<file path="config.mk">
export PLATFORM = sky130hd
export DESIGN_NAME = board_io_flat
export DESIGN_NICKNAME = d
export VERILOG_FILES = /design/src/rtl/board_io_pkg.sv /design/src/rtl/board_io_if.sv /design/src/rtl/board_io_debounce_bit.sv /design/src/rtl/board_io.sv /design/src/flat_wrapper.sv
export SDC_FILE = /design/constraint.sdc
export NUM_CORES = 1
export LEC_CHECK = 0
export ABC_AREA = 1
export CAP_MARGIN = 0
export CORE_MARGIN = 2
export CORE_UTILIZATION = 65
export DETAILED_ROUTE_END_ITERATION = 10
export DONT_BUFFER_PORTS = 1
export PLACE_DENSITY_LB_ADDON = 0.15
export SKIP_CTS_REPAIR_TIMING = 1
export SLEW_MARGIN = 15
export SYNTH_ARGS = -nofsm -noshare
export SYNTH_HDL_FRONTEND = slang
export SYNTH_SLANG_ARGS = --single-unit
</file>
<file path="constraint.sdc">
create_clock -name clk -period 3.68 [get_ports clk]
set_input_delay 0.736 -clock clk [delete_from_list [all_inputs] [get_ports clk]]
set_output_delay 0.736 -clock clk [all_outputs]
set_load 0.005 [all_outputs]
</file>
<file path="src/rtl/board_io_pkg.sv">
// Shared definitions for the board I/O peripheral: bus geometry and the
// register word map seen by software.
package board_io_pkg;

  localparam int BUS_W  = 32;
  localparam int ADDR_W = 3;

  // Word indices of the register file (byte address bits [4:2]).
  typedef enum logic [ADDR_W-1:0] {
    BIO_LED_OUT   = 3'd0,
    BIO_SW_IN     = 3'd1,
    BIO_LED_MODE  = 3'd2,
    BIO_BLINK_DIV = 3'd3,
    BIO_SW_EDGE   = 3'd4,
    BIO_IRQ_MASK  = 3'd5
  } bio_reg_e;

endpackage

</file>
<file path="src/rtl/board_io_if.sv">
// Single-cycle peripheral bus: one-cycle req strobe, registered ack/rdata
// returned the following cycle.
interface board_io_if;
  import board_io_pkg::*;

  logic              req;
  logic              we;
  logic [ADDR_W-1:0] addr;
  logic [BUS_W-1:0]  wdata;
  logic [BUS_W-1:0]  rdata;
  logic              ack;

  modport master (output req, we, addr, wdata, input rdata, ack);
  modport slave  (input req, we, addr, wdata, output rdata, ack);

endinterface

</file>
<file path="src/rtl/board_io_debounce_bit.sv">
// One switch bit: two-flop synchroniser followed by a stability counter.
// The stable output only follows the synchronised input after it has
// differed for DEB_CYCLES consecutive cycles.
module debounce_bit #(
  parameter int DEB_CYCLES = 16
) (
  input  logic clk,
  input  logic rstn,
  input  logic din,
  output logic dout,
  output logic rise
);

  localparam int CNT_W = $clog2(DEB_CYCLES);
  localparam logic [CNT_W-1:0] CNT_LAST = CNT_W'(DEB_CYCLES - 1);

  logic             sync1;
  logic             sync2;
  logic [CNT_W-1:0] cnt;
  logic             accept;

  // The counter has seen DEB_CYCLES-1 differing cycles and this is the last.
  assign accept = (sync2 != dout) && (cnt == CNT_LAST);
  // Pulses in the same cycle dout is about to go 0->1.
  assign rise   = accept && sync2;

  // Synchronise the raw pin, then count consecutive cycles of disagreement.
  // NOTE: every flop here is updated with <=, so all right-hand sides see
  // pre-edge values and sync1->sync2 forms a real two-stage chain.
  always_ff @(posedge clk or negedge rstn) begin
    if (!rstn) begin
      sync1 <= 1'b0;
      sync2 <= 1'b0;
      cnt   <= '0;
      dout  <= 1'b0;
    end else begin
      sync1 <= din;
      sync2 <= sync1;
      if (sync2 == dout) begin
        cnt <= '0;
      end else if (accept) begin
        dout <= sync2;
        cnt  <= '0;
      end else begin
        cnt <= cnt + 1'b1;
      end
    end
  end

endmodule

</file>
<file path="src/rtl/board_io.sv">
// Board I/O peripheral: debounced switches with sticky rising-edge flags and
// a masked level interrupt, plus LEDs driven statically or from a blink
// prescaler, all exposed through a small register file.
module board_io
  import board_io_pkg::*;
#(
  parameter int N_SW       = 8,
  parameter int N_LED      = 8,
  parameter int DEB_CYCLES = 16,
  parameter int DIV_W      = 24
) (
  input  logic             clk,
  input  logic             rstn,
  board_io_if.slave        bus,
  input  logic [N_SW-1:0]  sw,
  output logic [N_LED-1:0] led,
  output logic             irq
);

  logic [N_SW-1:0]  sw_db;
  logic [N_SW-1:0]  sw_rise;
  logic [N_SW-1:0]  sw_edge;
  logic [N_SW-1:0]  irq_mask;
  logic [N_LED-1:0] led_out;
  logic [N_LED-1:0] led_mode;
  logic [DIV_W-1:0] blink_div;
  logic [DIV_W-1:0] presc;
  logic             phase;

  logic             wr_en;
  logic             rd_en;
  logic             wr_led_out;
  logic             wr_led_mode;
  logic             wr_blink_div;
  logic             wr_sw_edge;
  logic             wr_irq_mask;
  logic [BUS_W-1:0] rd_word;
  logic             unused_wdata;

  // Upper write-data bits beyond each register's width are intentionally dropped.
  assign unused_wdata = ^bus.wdata;

  assign wr_en        = bus.req & bus.we;
  assign rd_en        = bus.req & ~bus.we;
  assign wr_led_out   = wr_en && (bus.addr == BIO_LED_OUT);
  assign wr_led_mode  = wr_en && (bus.addr == BIO_LED_MODE);
  assign wr_blink_div = wr_en && (bus.addr == BIO_BLINK_DIV);
  assign wr_sw_edge   = wr_en && (bus.addr == BIO_SW_EDGE);
  assign wr_irq_mask  = wr_en && (bus.addr == BIO_IRQ_MASK);

  for (genvar i = 0; i < N_SW; i++) begin : g_sw
    debounce_bit #(
      .DEB_CYCLES(DEB_CYCLES)
    ) u_deb (
      .clk  (clk),
      .rstn (rstn),
      .din  (sw[i]),
      .dout (sw_db[i]),
      .rise (sw_rise[i])
    );
  end

  // Read mux: zero-extend each register; unmapped words read as zero.
  // NOTE: rd_word gets a full default before the case so no path leaves it
  // unassigned, which would otherwise infer a latch.
  always_comb begin
    rd_word = '0;
    case (bus.addr)
      BIO_LED_OUT:   rd_word[N_LED-1:0] = led_out;
      BIO_SW_IN:     rd_word[N_SW-1:0]  = sw_db;
      BIO_LED_MODE:  rd_word[N_LED-1:0] = led_mode;
      BIO_BLINK_DIV: rd_word[DIV_W-1:0] = blink_div;
      BIO_SW_EDGE:   rd_word[N_SW-1:0]  = sw_edge;
      BIO_IRQ_MASK:  rd_word[N_SW-1:0]  = irq_mask;
      default:       rd_word = '0;
    endcase
  end

  // Bus response: ack every request one cycle later; rdata only moves on reads.
  always_ff @(posedge clk or negedge rstn) begin
    if (!rstn) begin
      bus.ack   <= 1'b0;
      bus.rdata <= '0;
    end else begin
      bus.ack <= bus.req;
      if (rd_en) begin
        bus.rdata <= rd_word;
      end
    end
  end

  // Software-writable configuration registers.
  always_ff @(posedge clk or negedge rstn) begin
    if (!rstn) begin
      led_out   <= '0;
      led_mode  <= '0;
      blink_div <= '0;
      irq_mask  <= '0;
    end else begin
      if (wr_led_out)   led_out   <= bus.wdata[N_LED-1:0];
      if (wr_led_mode)  led_mode  <= bus.wdata[N_LED-1:0];
      if (wr_blink_div) blink_div <= bus.wdata[DIV_W-1:0];
      if (wr_irq_mask)  irq_mask  <= bus.wdata[N_SW-1:0];
    end
  end

  // Sticky edge flags (write-one-to-clear, a same-cycle rise wins) and irq.
  always_ff @(posedge clk or negedge rstn) begin
    if (!rstn) begin
      sw_edge <= '0;
      irq     <= 1'b0;
    end else begin
      sw_edge <= (sw_edge & ~(wr_sw_edge ? bus.wdata[N_SW-1:0] : '0)) | sw_rise;
      irq     <= |(sw_edge & irq_mask);
    end
  end

  // Blink prescaler: wraps after reaching blink_div and flips the phase;
  // rewriting the divider restarts the count without touching the phase.
  always_ff @(posedge clk or negedge rstn) begin
    if (!rstn) begin
      presc <= '0;
      phase <= 1'b0;
    end else if (wr_blink_div) begin
      presc <= '0;
    end else if (presc == blink_div) begin
      presc <= '0;
      phase <= ~phase;
    end else begin
      presc <= presc + 1'b1;
    end
  end

  // Registered LED drive: blink-mode bits are gated by the phase.
  always_ff @(posedge clk or negedge rstn) begin
    if (!rstn) begin
      led <= '0;
    end else begin
      led <= led_out & (~led_mode | {N_LED{phase}});
    end
  end

endmodule

</file>
<file path="src/flat_wrapper.sv">
// flat-port wrapper written by rule: the top's interface ports become plain ports
module board_io_flat import board_io_pkg::*;
#(
  parameter int N_SW       = 8,
  parameter int N_LED      = 8,
  parameter int DEB_CYCLES = 16,
  parameter int DIV_W      = 24
)
  (clk, rstn, sw, led, irq, bus_req, bus_we, bus_addr, bus_wdata, bus_rdata, bus_ack);
  board_io_if bus_i ();
  input  logic clk;
  input  logic rstn;
  input  logic [N_SW-1:0] sw;
  output logic [N_LED-1:0] led;
  output logic irq;
  input wire logic [$bits(bus_i.req)-1:0] bus_req;
  input wire logic [$bits(bus_i.we)-1:0] bus_we;
  input wire logic [$bits(bus_i.addr)-1:0] bus_addr;
  input wire logic [$bits(bus_i.wdata)-1:0] bus_wdata;
  output wire logic [$bits(bus_i.rdata)-1:0] bus_rdata;
  output wire logic [$bits(bus_i.ack)-1:0] bus_ack;
  assign bus_i.req = bus_req;
  assign bus_i.we = bus_we;
  assign bus_i.addr = bus_addr;
  assign bus_i.wdata = bus_wdata;
  assign bus_rdata = bus_i.rdata;
  assign bus_ack = bus_i.ack;
  board_io #(.N_SW(N_SW), .N_LED(N_LED), .DEB_CYCLES(DEB_CYCLES), .DIV_W(DIV_W)) u_core (.clk(clk), .rstn(rstn), .bus(bus_i), .sw(sw), .led(led), .irq(irq));
endmodule
</file>
Word-level counts from Yosys, hierarchy flattened

Cells that the tools add are included.

Bits of input ports: 47
Memories: 0
Word-level logic and storage cells: 155
Register bits after elaboration: 171
Output and inout bits: 42
Latch bits: 0
Memory bits (writable): 0
Memory bits (read-only): 0

Magnitude comparators: 0
Mux-type cells: 21
Shift-type cells: 0
Multipliers: 0
Divide/modulo/power cells: 0
Reduce and logical (&&, ||, !) cells: 32
Equal/unequal tests: 30
Bitwise logic cells: 20
$add $sub $neg: 9

Operators with widths:

| kind                  | count |
|---|---|
| $mux 4                | 16 |
| $mux 24               | 2 |
| $pmux 8 s6            | 1 |
| $add 4x1->4 const B   | 8 |
| $eq 4x4->1 const B    | 8 |
| $add 24x1->24 const B | 1 |
| $and 8x8->8           | 3 |
| $eq 24x24->1          | 1 |
| $logic_and 1x1->1     | 21 |
| $reduce_and 2->1      | 9 |
| $mux 16               | 1 |
| $not 8->8             | 2 |
| $or 8x8->8            | 2 |
| $not 1->1             | 11 |
| $eq 1x1->1            | 8 |
| $mux 8                | 1 |
| $ne 1x1->1            | 8 |
| $reduce_or 8->1       | 1 |
| $eq 3x2->1 const B    | 2 |
| $eq 3x3->1 const B    | 2 |
| $eq 3x1->1 const B    | 1 |
| $logic_not 3->1       | 1 |
| $and 1x1->1           | 2 |

Longest topological paths before layout

Gate-level depths: netlist of the first run.

Depth after elaboration: 6
Gate-level depth with buffers: 11
Depth with buffers taken out: 10

By module

Synthesis of the first run repeated with hierarchy kept, for this count alone.

Cell total of the unflattened synthesis: 913
Area total of the unflattened synthesis: 7986.4 µm²

Modules (own cells, without submodules):

| module       | cells each | instances | seq. area each (µm²) | area each (µm²) |
|---|---|---|---|---|
| board_io     | 657        | 1         | 2877.8               | 5574.1 |
| debounce_bit | 32         | 8         | 175.2                | 301.5 |

Worst setup path before layout of the first run

Ideal clock, no wire load.

Path kind: input -> register
From: input bus_req
To: register u_core.bus.rdata[11]
Data arrival time: 1.500 ns
Required time: 3.585 ns
Library setup time: 0.095 ns
Slack: 2.084 ns
Buffers on the path: 1
Stages: 5
Cell sequence: inv_1 -> nor2_1 -> inv_1 -> clkbuf_1 -> o31ai_1

Word-level cells in the longest chain between the ends: 1

RTL lines:

| item                 | RTL line           | source |
|---|---|---|
| start, declared      | flat_wrapper.sv:16 | `input wire logic [$bits(bus_i.req)-1:0] bus_req;` |
| $and 1x1->1          | board_io.sv:44     | `assign rd_en = bus.req & ~bus.we;` |
| end signal, assigned | board_io.sv:87     | `bus.rdata <= rd_word;` |
| end, declared        | board_io_if.sv:14  | `modport slave (input req, we, addr, wdata, output rdata, ack);` |

Every way passes these cells.
A chain may end at the register's enable or synchronous reset.

Final worst setup path of the first run

From: input bus_addr[2]
To: register u_core.presc[23]

Word-level cells in the longest chain between the ends: 3

RTL lines:

| item                 | RTL line           | source |
|---|---|---|
| start, declared      | flat_wrapper.sv:18 | `input wire logic [$bits(bus_i.addr)-1:0] bus_addr;` |
| $eq 3x2->1           | board_io.sv:47     | `assign wr_blink_div = wr_en && (bus.addr == BIO_BLINK_DIV);` |
| $logic_and 1x1->1    | board_io.sv:47     |  |
| $mux 24              | board_io.sv:124    | `end else if (wr_blink_div) begin` |
| end signal, assigned | board_io.sv:130    | `presc <= presc + 1'b1;` |
| end, declared        | board_io.sv:27     | `logic [DIV_W-1:0] presc;` |

Every way passes these cells.

==> impl_metrics.ini, run 1 <==
[power]
leakagePower_nw = 3.95
p_per_area_mw_per_mm2 = 566
vdd_drop_max_mv = 0.582

[layout]
antenna_cells = 0
seq_area_sq_mm = 0.00428
instances_no_fill = 1014
final_cell_mix = nand2_1, dfrtp_1, nor2_1
nFillCells = 814
multi_input_area_sq_mm = 0.00281
final_common_cell = nand2_1
design_area_sq_mm = 0.00832
fin_nets = 915
layout-area-overhead-vs-synth_pct = 9.93
post-route-util_pct = 73.2
drive_above_1_share_pct = 5.97

[global_route]
grt-ovfl-total = 0
grt_pass1_wl_mm = 27.2
grt_antenna_before_repair = 0
grt_max_degree = 172
first_global_vias = 5696
grt_use_total_pct = 27.6

[critical_path]
cp-startpoint = bus_addr[2]
crit_type = in -> reg
crit_path_end_kind = flip-flop
worstPathMaxFanout = 25
worstPathArrival_ns = 2.22
r2r-start = u_core.presc[15]
critPathRequiredTime_ns = 3.98
critPathLaunchType = input pin

[clocking]
clockRootBuffer = clkbuf_16
cts_tree = done
cts.path.max_buffers = 2
cts.sinks = 171
clk_latency_ns = 0.43
numCtsBuffers = 17
h-tree-depth = 4
clkTransAtPathRegs_ns = 0.06

[timing]
rsz0062_at_grt = false
slew_viol_final = 0
skew_ns = 0.00856
timing.final.hold_violations = 0
tightest_slew_ns = 0.846
slew_headroom_pct = 43.6
timing.final.crit_period_ns = 1.92
setup-tns-final_ns = 0
fin_crit_sh_pct = 52.2
timing.final.ws_setup_ns = 1.76
fmax_mhz = 521
setup_viol = 0

[route]
drcViolationCount = 0
wl_mm = 16.8
num_vias = 5638
antenna_left = 0
wl_per_cell_microns = 16.6
first_pass_iters = 5
drt_iter0_markers = 375
vias_per_cell = 5.56

[yosys]
synth_area_leader_cell = dfrtp_1
synth_cell_types = 33
ys_seq_area_share_pct = 56.5
syn-instance-count = 849
ys_ff_latch = 171
netlist.area_leader.share_pct = 56.5
synthTopCellsByArea = dfrtp_1, nand2_1, o21ai_0, nor2_1, inv_1
ys_warn_count = 0
synth_area_sq_mm = 0.00757
synth_area_per_cell_sq_um = 8.92

[die]
coreArea_sq_mm = 0.0114
ios = 89
die_w_microns = 112
die_h_microns = 112
num_rows = 39
initial_utilization_pct = 66.6
dieArea_sq_mm = 0.0125

[job]
maxCapViolCount = 0

[placed_design]
dp_hpwl_mm = 10.9
io_buffers = 0
place_inst = 976
post_dp_cell_area_sq_mm = 0.00763
dpl_worst_slack_ns = 1.36
place_congestion = 0.920

[status]
status = complete, no violations

[hold_path]
hp-class = in -> async
==> power by group <==
group	switching (mW)	total (mW)	internal, mW
sequential	0.224	2.36	2.13
combinational	0.352	0.590	0.237
clock	0.683	1.76	1.08
==> Yosys cell counts <==
library cell / instances
o211ai_1: 3
xor2_1: 37
nand3_2: 4
nor2_1: 100
nand2_2: 4
xnor2_1: 17
nor3_2: 1
inv_1: 87
a21boi_0: 3
buf_2: 5
conb_1: 1
nor3_4: 1
nand3_1: 16
nand2_1: 219
nor2_2: 3
o21ai_0: 85
dfrtp_1: 171
o22ai_1: 8
buf_6: 3
a211oi_1: 1
clkinv_1: 1
inv_2: 3
a31oi_1: 2
a21oi_1: 24
o31ai_1: 3
ha_1: 9
clkbuf_1: 5
buf_4: 12
nor3_1: 10
nand4_1: 4
o21ai_1: 4
nor2_4: 1
a221oi_1: 2
==> through the flow <==
| step | total power [mW] | hold slack (ns) |
|---|---|---|
| 2_1_floorplan | 2.78 | 0.331 |
| 3_3_place_gp | 2.88 | 0.333 |
| 3_5_place_dp | 2.92 | 0.342 |
| 4_1_cts | 4.68 | -0.00723 |
| 5_1_grt | 4.93 | 0.139 |
| 6_report | 4.71 | 0.135 |
==> final timing paths <==
kind | end | slack [ns] | depth (start not counted)
worst max-delay path | u_core.presc[23] | 1.76 | 6
worst min-delay path | u_core.irq_mask[4] | 0.14 | 1
worst max register to register | u_core.presc[23] | 1.90 | 8
worst min register to register | u_core.g_sw[1].u_deb.sync2 | 0.35 | 0
max in group asynchronous | u_core.blink_div[2] | 2.58 | 1
min in group clk | u_core.g_sw[1].u_deb.sync1 | 0.33 | 0
==> routing by layer <==
metal | global-route usage, % | vias to the layer above | routed length (microns)
met3 | 6.91 | 36 | 1030
met1 | 36.4 | 2728 | 7200
met5 | 0 | - | 0
met2 | 44.5 | 179 | 8150
li1 | - | 2695 | -
met4 | 11.1 | 0 | 410
==> critical path: stages <==
cell     delay, ns
inv_1         0.08
nand3_2       0.47
nor2_2        0.29
inv_2         0.17
nand2_2       0.37
nor2_1        0.09
==> kinds of logic after synthesis <==
logic type / count (synthesis) / share of synthesized area [%]
and+or+nand+nor: 363 / 19.5
DFF: 171 / 56.5
AOI/OAI and AO/OA: 135 / 9.52
buffers and inverters: 116 / 6.72
xor gates and xnor gates: 54 / 6.25
adders and majority gates: 9 / 1.49
other: 1 / 0.0495
==> registers in the layout (all words and copies together) (netlist names), 24 cells and up <==
| signal | flops |
|---|---|
| u_core.g_sw.u_deb.cnt | 32 |
| u_core.blink_div | 24 |
| u_core.bus.rdata | 24 |
| u_core.presc | 24 |
==> area by class of cell <==
class                   count  share of cell area [%]
clock inverters             7                    1.05
inverters                  91                    4.10
clock buffers              24                    6.03
flip-flops and latches    171                    51.4
repair buffers              9                    1.47
multi-input cells         569                    33.8
well taps                 143                    2.15
No activity file was read; power rests on OpenSTA's default activity.
==> inputs of run 2 (changes only) <==
Settings changed: CORE_UTILIZATION 65 to 63.
Clock period 3.68 ns to 1.8 ns, I/O delays scaled along.
==> run 2 against run 1 <==
Against the previous run: clock power rose by 140%; flip-flop and latch count did not move; largest power group unchanged; the flow now finishes with violations (hold timing); non-clock buffer count up 10; clock skew grew 0.0019 ns; power is 120% higher; setup slack got worse by 1.6 ns; final cell count rose by 1.5%; critical path type is now reg -> reg; combinational power increased by 93%; sequential power is 100% higher; global-route usage grew 0.23 points; routed wire length fell by 1.5%.
==> impl_metrics.ini, run 2 (same netlist as run 1, synthesis figures left out) <==
[status]
status = complete, but fails checks
failed_checks = hold timing

[power]
swShare_pct = 25.3
leakagePower_nw = 4.03
power.internal_mw = 7.62
clockPowerShare_pct = 41.5
p_total_mw = 10.2
vdd_drop_max_mv = 1.24
pwr-share-comb_pct = 11.2
switchingPower_mw = 2.57
pwr-share-seq_pct = 47.3
p_per_area_mw_per_mm2 = 1200

[timing]
timing.hold.ws_ns = -0.376
timing.final.crit_period_ns = 1.61
rsz0062_at_grt = false
skew_ns = 0.0105
slew_headroom_pct = 40.1
setup_viol = 0
tightest_slew_ns = 0.897
slew_viol_final = 0
fin_crit_sh_pct = 89.7
timing.final.hold_violations = 171
setup-tns-final_ns = 0
fmax_mhz = 620

[job]
maxCapViolCount = 0

[critical_path]
crit_path_end_kind = flip-flop
worstPathMaxFanout = 5
crit_type = reg -> reg
critPathRequiredTime_ns = 2.11
critPathLaunchType = flip-flop
worstPathArrival_ns = 1.93
rr_worst_depth = 8

[clocking]
cts.sinks = 171
cts.path.max_buffers = 2
cts_tree = done
clkTransAtPathRegs_ns = 0.06
clk_latency_ns = 0.43
clockRootBuffer = clkbuf_16
h-tree-depth = 4
numCtsBuffers = 17

[die]
coreArea_sq_mm = 0.0119
die_h_microns = 114
ios = 89
initial_utilization_pct = 63.8
num_rows = 40
die_w_microns = 114
dieArea_sq_mm = 0.0129

[layout]
largest_reg_flops = 32
layout-area-overhead-vs-synth_pct = 12.0
drive_above_1_share_pct = 6.58
nFillCells = 926
final_common_cell = nand2_1
regMostFlops = u_core.g_sw.u_deb.cnt
final_cell_mix = nand2_1, dfrtp_1, nor2_1
antenna_cells = 0
design_area_sq_mm = 0.00848
fin_nets = 925

[global_route]
grt_max_degree = 172
grt_antenna_before_repair = 0
grt-ovfl-total = 0
grt_use_total_pct = 27.8
first_global_vias = 5733
grt_pass1_wl_mm = 27.4

[placed_design]
io_buffers = 0
place_congestion = 0.889
dp_hpwl_mm = 11.3
post_dp_cell_area_sq_mm = 0.00770

[route]
drt_iter0_markers = 381
vias_per_cell = 5.50
num_vias = 5660
drcViolationCount = 0
wl_per_cell_microns = 16.1
antenna_left = 0
wl_mm = 16.5
first_pass_iters = 5

[hold_path]
hp-class = in -> async
run 2: changes by cell type in the layout (fill, tap and decap cells not counted), moves of 2 or more:
| cell | previous run | this run |
|---|---|---|
| bufinv_16 | 2 | 7 |
| dlygate4sd3_1 | 4 | 9 |
| clkinv_4 | 0 | 2 |
| clkbuf_8 | 5 | 1 |
| buf_4 | 2 | 9 |
run 2: final cells by class:
type                    instances  area, sq um  share of cell area (%)
clock buffers                  20          447                    5.26
clock inverters                12          243                    2.86
inverters                      91          342                    4.03
multi-input cells             569         2810                    33.2
flip-flops and latches        171         4280                    50.4
well taps                     147          184                    2.17
repair buffers                 19          178                    2.09
run 2: worst paths after layout:
| check | startpoint | to | slack, ns |
|---|---|---|---|
| max | u_core.presc[0] | u_core.presc[18] | 0.19 |
| min | rstn | u_core.g_sw[2].u_deb.cnt[2] | -0.38 |
| max reg2reg | u_core.presc[0] | u_core.presc[18] | 0.19 |
| min reg2reg | u_core.g_sw[3].u_deb.sync1 | u_core.g_sw[3].u_deb.sync2 | 0.35 |
| max in group asynchronous | rstn | u_core.presc[9] | 1.90 |
| min in group clk | bus_wdata[14] | u_core.blink_div[14] | 0.05 |
run 2: stage by stage:
stage / setup slack (ns) / hold WS [ns] / utilization [%] / instances
floorplan: 0.409 / 0.0644 / - / 856
global placement: 0.254 / 0.0699 / 65.0 / 988
detailed placement: 0.220 / 0.0694 / 65.0 / 988
CTS: 0.196 / -0.392 / 70.8 / 1020
global route: 0.0611 / -0.397 / 71.5 / 1029
finish: 0.186 / -0.376 / 71.5 / 1029
run 2: per-layer routing:
| layer | up-vias | GRT usage [%] | share of wire [%] |
|---|---|---|---|
| met5 | - | 0 | 0 |
| met1 | 2694 | 34.7 | 41 |
| met2 | 215 | 45.1 | 49 |
| met4 | 0 | 14.2 | 3.1 |
| met3 | 43 | 7.44 | 6.9 |
| li1 | 2708 | - | - |
run 2: power by group through the flow:
stage	clock network, mW	registers, mW	logic [mW]
global route	4.44	4.88	1.33
floorplan	0	4.73	0.945
CTS	4.29	4.81	1.13
detailed placement	0	4.87	1.11
global placement	0	4.85	1.06
finish	4.23	4.82	1.14
run 2: worst max-delay path: stages (launching register included):
cell and delay [ns]:
dfrtp_1 0.43, ha_1 0.23, nand3_2 0.12, inv_2 0.12
nand2_1 0.09, nor2_4 0.16, nand4_1 0.12, xor2_1 0.17
nor2_1 0.06
